### src/rtl/digit_rec_pkg.sv
// Shared definitions for the digit recognition datapath: bank geometry,
// input sum width and the sigmoid register bank state encoding.
package digit_rec_pkg;

    localparam int NUM_DIGITS = 10;
    localparam int CONF_WIDTH = 4;
    localparam int SUM_WIDTH  = 16;
    localparam int IDX_WIDTH  = 4;

    typedef enum logic [1:0] {
        FILL      = 2'd0,
        LAUNCH    = 2'd1,
        WAIT_COST = 2'd2
    } bank_state_t;

endpackage

### src/rtl/sigmoid_quantizer.sv
// Combinational sigmoid approximation: arithmetic right shift of the neuron
// sum, offset by mid-scale, clamped to the 4-bit confidence range.
// Ports:
//   sum_i  - signed neuron sum
//   conf_o - confidence 0..15
module sigmoid_quantizer
    import digit_rec_pkg::*;
#(
    parameter int SHIFT = 8
) (
    input  logic signed [SUM_WIDTH-1:0]  sum_i,
    output logic        [CONF_WIDTH-1:0] conf_o
);

    // One extra bit of headroom so the +8 offset can never wrap.
    logic signed [SUM_WIDTH:0] ext;
    logic signed [SUM_WIDTH:0] shifted;
    logic signed [SUM_WIDTH:0] biased;

    assign ext     = {sum_i[SUM_WIDTH-1], sum_i};
    assign shifted = ext >>> SHIFT;
    assign biased  = shifted + 17'sd8;

    always_comb begin
        if (biased < 17'sd0) begin
            conf_o = '0;
        end else if (biased > 17'sd15) begin
            conf_o = '1;
        end else begin
            conf_o = biased[CONF_WIDTH-1:0];
        end
    end

endmodule

### src/rtl/sigmoid_register_bank.sv
// Collects the ten output-neuron sums, quantises each to a 4-bit confidence
// and holds them as a stable bank for the cost calculator. Once every digit
// has been written the bank launches the calculator with a single cost_en
// pulse, latches the arg-max digit, and stays frozen until the calculator
// reports calculation_complete.
//
// state     | meaning
// FILL      | accepting sums until every index has been written
// LAUNCH    | cost_en high, arg-max latched at the end of this cycle
// WAIT_COST | bank frozen, inputs ignored until calculation_complete
//
// Ports:
//   clk, n_rst             - clock, async active-low reset
//   sum_valid/index/value  - incoming neuron sum, accepted when sum_ready
//   sum_ready              - high only while filling
//   calculation_complete   - one-cycle pulse from the cost calculator
//   cost_en                - one-cycle launch pulse
//   digit_weights          - registered confidence bank
//   best_digit             - arg-max index, lowest index wins ties
//   index_error            - sticky flag for accepted index > 9
module sigmoid_register_bank
    import digit_rec_pkg::*;
#(
    parameter int SHIFT = 8
) (
    input  logic                                   clk,
    input  logic                                   n_rst,
    input  logic                                   sum_valid,
    input  logic [IDX_WIDTH-1:0]                   sum_index,
    input  logic signed [SUM_WIDTH-1:0]            sum_value,
    output logic                                   sum_ready,
    input  logic                                   calculation_complete,
    output logic                                   cost_en,
    output logic [0:NUM_DIGITS-1][CONF_WIDTH-1:0]  digit_weights,
    output logic [IDX_WIDTH-1:0]                   best_digit,
    output logic                                   index_error
);

    bank_state_t                              state_q;
    logic [NUM_DIGITS-1:0]                    filled_q;
    logic [NUM_DIGITS-1:0]                    filled_d;
    logic [0:NUM_DIGITS-1][CONF_WIDTH-1:0]    weights_q;
    logic [IDX_WIDTH-1:0]                     best_q;
    logic                                     cost_en_q;
    logic                                     index_error_q;

    logic [CONF_WIDTH-1:0]                    conf;
    logic                                     idx_legal;
    logic [IDX_WIDTH-1:0]                     argmax_idx;
    logic [CONF_WIDTH-1:0]                    argmax_val;

    sigmoid_quantizer #(.SHIFT(SHIFT)) u_quant (
        .sum_i  (sum_value),
        .conf_o (conf)
    );

    assign sum_ready = (state_q == FILL);
    assign idx_legal = (sum_index < IDX_WIDTH'(NUM_DIGITS));
    assign filled_d  = filled_q | ({{(NUM_DIGITS-1){1'b0}}, 1'b1} << sum_index);

    // Strict greater-than keeps the earliest index on ties.
    always_comb begin
        argmax_idx = '0;
        argmax_val = weights_q[0];
        for (int i = 1; i < NUM_DIGITS; i++) begin
            if (weights_q[i] > argmax_val) begin
                argmax_val = weights_q[i];
                argmax_idx = IDX_WIDTH'(i);
            end
        end
    end

    always_ff @(posedge clk or negedge n_rst) begin
        if (!n_rst) begin
            state_q       <= FILL;
            filled_q      <= '0;
            weights_q     <= '0;
            best_q        <= '0;
            cost_en_q     <= 1'b0;
            index_error_q <= 1'b0;
        end else begin
            cost_en_q <= 1'b0;
            case (state_q)
                FILL: begin
                    if (sum_valid) begin
                        if (idx_legal) begin
                            weights_q[sum_index] <= conf;
                            filled_q             <= filled_d;
                            if (&filled_d) begin
                                state_q   <= LAUNCH;
                                cost_en_q <= 1'b1;
                            end
                        end else begin
                            index_error_q <= 1'b1;
                        end
                    end
                end
                LAUNCH: begin
                    best_q  <= argmax_idx;
                    state_q <= WAIT_COST;
                end
                WAIT_COST: begin
                    if (calculation_complete) begin
                        filled_q <= '0;
                        state_q  <= FILL;
                    end
                end
                default: begin
                    state_q <= FILL;
                end
            endcase
        end
    end

    assign cost_en       = cost_en_q;
    assign digit_weights = weights_q;
    assign best_digit    = best_q;
    assign index_error   = index_error_q;

endmodule

### config.mk
export PLATFORM = sky130hd
export DESIGN_NAME = sigmoid_register_bank
export DESIGN_NICKNAME = d
export VERILOG_FILES = /design/src/rtl/digit_rec_pkg.sv /design/src/rtl/sigmoid_quantizer.sv /design/src/rtl/sigmoid_register_bank.sv
export SDC_FILE = /design/constraint.sdc
export NUM_CORES = 1
export LEC_CHECK = 0
export BUFFER_PORTS_ARGS = -buffer_cell sky130_fd_sc_hd__buf_2
export CAP_MARGIN = 25
export CORE_ASPECT_RATIO = 0.9
export CORE_MARGIN = 5
export CORE_UTILIZATION = 57
export CTS_BUF_LIST = sky130_fd_sc_hd__clkbuf_16
export DETAILED_ROUTE_END_ITERATION = 8
export PLACE_DENSITY = 0.85
export SYNTH_ARGS = -nofsm -noshare
export SYNTH_HDL_FRONTEND = slang
export SYNTH_SLANG_ARGS = --single-unit
export TNS_END_PERCENT = 100
### constraint.sdc
create_clock -name clk -period 15.6 [get_ports clk]
set_input_delay 0 -clock clk [delete_from_list [all_inputs] [get_ports clk]]
set_output_delay 0 -clock clk [all_outputs]
set_load 0.02 [all_outputs]
==> flow_metrics.tcl <==
set metrics [dict create \
    maxSlewHeadroom_pct 33.4 \
    cts_max_level 3 \
    cts_buffer_depth 2 \
    final_util_pct 67.2 \
    crit_path_top_delay_cell "dfrtp_1" \
    synthFlopType "dfrtp_1" \
    critPathRequiredTime_ns 15.82 \
    n_antenna_cell 0 \
    coreArea_sq_um 7430 \
    status "finished, final reports clean" \
    hpwlAfterDp_um 8230 \
    crit_type "flop to flop" \
    io_buffer_count 62 \
    drv_slew 0 \
    vias_per_cell 6.36 \
    critical-path-top-delay-family "compound AO/OA/AOI/OAI gates" \
    finalHoldViolCount 0 \
    crit_buf_inv 7 \
    path_common_cell "ha_1" \
    final_layout_size_suffix_gt1_share_pct 26.4 \
    worst_pin_slew_ns 0.997 \
    syn-num-nets 515 \
    tns_ns 0 \
    cts_tree "done" \
    async_flop_share_pct 100 \
    die_w_um 101 \
    mostFrequentLayoutCell "buf_2" \
    cts_inserted_buffers 9 \
    start_util_pct 57.5 \
    min-delay-path-class "input pin to flop" \
    max_freq_ghz 0.0679 \
    nFillCells 570 \
    cp-end-kind "flop" \
    vias 3984 \
    boundaryPins 71 \
    nets 580 \
    multi_input_area_sq_um 2680 \
    grt-ovfl-total 0 \
    cts_num_sinks 58 \
    synth.avg_cell_area_sq_um 9.23 \
    drv_cap 0 \
    die_h_um 92.1 \
    grtUsageTotal_pct 24.5 \
    ys_ff_latch 58 \
    antenna_found_initial 0 \
    hold_depth 3 \
    synth_cell_types 77 \
    num_rows 30 \
    syn_area_sq_um 4270 \
    drt_iter0_drc 325 \
    slowest_delay_ns 0.43 \
    final_cell_area_sq_um 4990 \
    grt_pass1_wl_um 18400 \
    synth_seq_area_share_pct 34.0 \
    clk_pin_slew_worst_paths_ns 0.05 \
    reg2reg_depth 69 \
    yosys_warnings 0 \
    layout_common_cells "62 x buf_2, 58 x dfrtp_1, 42 x nand2_1, 41 x inv_1, 34 x mux2_2" \
    wire_per_inst_um 18.4 \
    cts_root_buffer "clkbuf_16" \
    start_kind "flop" \
    setup_viol 0 \
    worstPathArrival_ns 14.94 \
    dieArea_sq_um 9330 \
    place.gp.congestion 0.939 \
    timing.final.crit_share_pct 94.4 \
    ff_latch_area_sq_um 1450 \
    drc 0 \
    synth-edff-count 0 \
    grt_start_max_net_pins 59 \
    post-route-min-period_ns 14.73 \
    worstSkewPairLatency_ns 0.33 \
    area_growth_pct 16.9 \
    grt_pass1_vias 3745 \
    worstSetupPathDepth 69 \
    syn_inst 463 \
    worstPathMaxFanout 13 \
    drtAntennaViolNets 0 \
    dr.pass1.iters 5 \
    finalClockSkew_ns 0.00407 \
    routed_wl_um 11500 \
    postPlaceCellArea_sq_um 4650 \
]
==> final timing paths <==
kind,start,endpoint,slack (ns)
setup / recovery,digit_weights[33]$_DFFE_PN0P_,best_digit[3]$_DFFE_PN0N_,0.87
hold / removal,sum_index[3],index_error$_DFFE_PN0P_,0.05
setup reg to reg,digit_weights[33]$_DFFE_PN0P_,best_digit[3]$_DFFE_PN0N_,0.87
hold reg to reg,filled_q[1]$_DFFE_PN0P_,filled_q[1]$_DFFE_PN0P_,0.49
max in group asynchronous,n_rst,digit_weights[38]$_DFFE_PN0P_,14.74
min in group asynchronous,n_rst,digit_weights[36]$_DFFE_PN0P_,0.35
==> area by class of cell <==
class,count,area share [%]
Multi-Input combinational cell,353,53.7
Sequential cell,58,29.1
Timing Repair Buffer,67,7.06
Clock buffer,9,4.51
Inverter,39,2.93
Tap cell,96,2.40
Clock inverter,4,0.301
==> sequential cells by signal, indices dropped and copies added, names as in the netlist <==
signal,flops
best_digit,4
cost_en,1
digit_weights,40
filled_q,10
index_error,1
state_q,2
==> Yosys cell counts (all sizes together) (7+ instances only) <==
library cell  number  area, sq um
a21o               8         60.1
a21oi             26          156
nand2             42          158
a211oi             9         72.6
nor2              25          101
a31oi             10         62.6
inv               39          146
mux2              34          383
clkbuf             9         33.8
o21ai             34          174
and3               7         48.8
nor2b             11         71.3
ha                28          350
nand2b             7         43.8
nand3              9         45.0
o21a              11         82.6
nor3              10         50.1
dfrtp             58         1450
==> tightest hold or removal path, cell delays in order <==
cell	delay, ns
buf_2	0.14
nand2_1	0.11
o21bai_1	0.08
==> cells by family after synthesis <==
logic type	count (synthesis)	share of synthesized area, %
buffers and inverters	52	4.95
AND/OR/NAND/NOR	132	15.9
XOR/XNOR	3	0.615
AO/OA/AOI/OAI	148	25.4
flip-flops	58	34.0
multiplexers	39	10.2
adder cells (fa/ha/maj)	31	8.93
==> routing by layer <==
| metal | vias to the layer above | wire length [um] | share of wire, % | GRT usage [%] |
|---|---|---|---|---|
| li1 | 1846 | - | - | - |
| met1 | 1954 | 4820 | 42 | 31.9 |
| met2 | 150 | 5670 | 49 | 40.3 |
| met3 | 34 | 721 | 6.3 | 3.42 |
| met4 | 0 | 314 | 2.7 | 10.6 |
| met5 | - | 0 | 0 | 0 |
==> through the flow <==
| stage | hold WS, ns | setup WS [ns] | std cells |
|---|---|---|---|
| after global placement | 0.178 | 0.770 | 609 |
| after floorplan | -0.296 | 2.23 | 463 |
| after detailed placement | 0.194 | 0.224 | 609 |
| final | 0.0491 | 0.874 | 626 |
| after CTS | 0.0379 | 0.126 | 624 |
| after global routing | 0.0714 | -0.0308 | 626 |
==> what timing repair did <==
item | CTS | global route
buffers inserted | 0 | 2
endpoints found under the setup margin | 0 | 4
resized for setup | 0 | 13
hold buffers | 2 | 0
hold endpoints to repair | 59 | 0
Power is not shown: default switching activity piles up to over one toggle a cycle in this logic, so the estimate is an artifact.
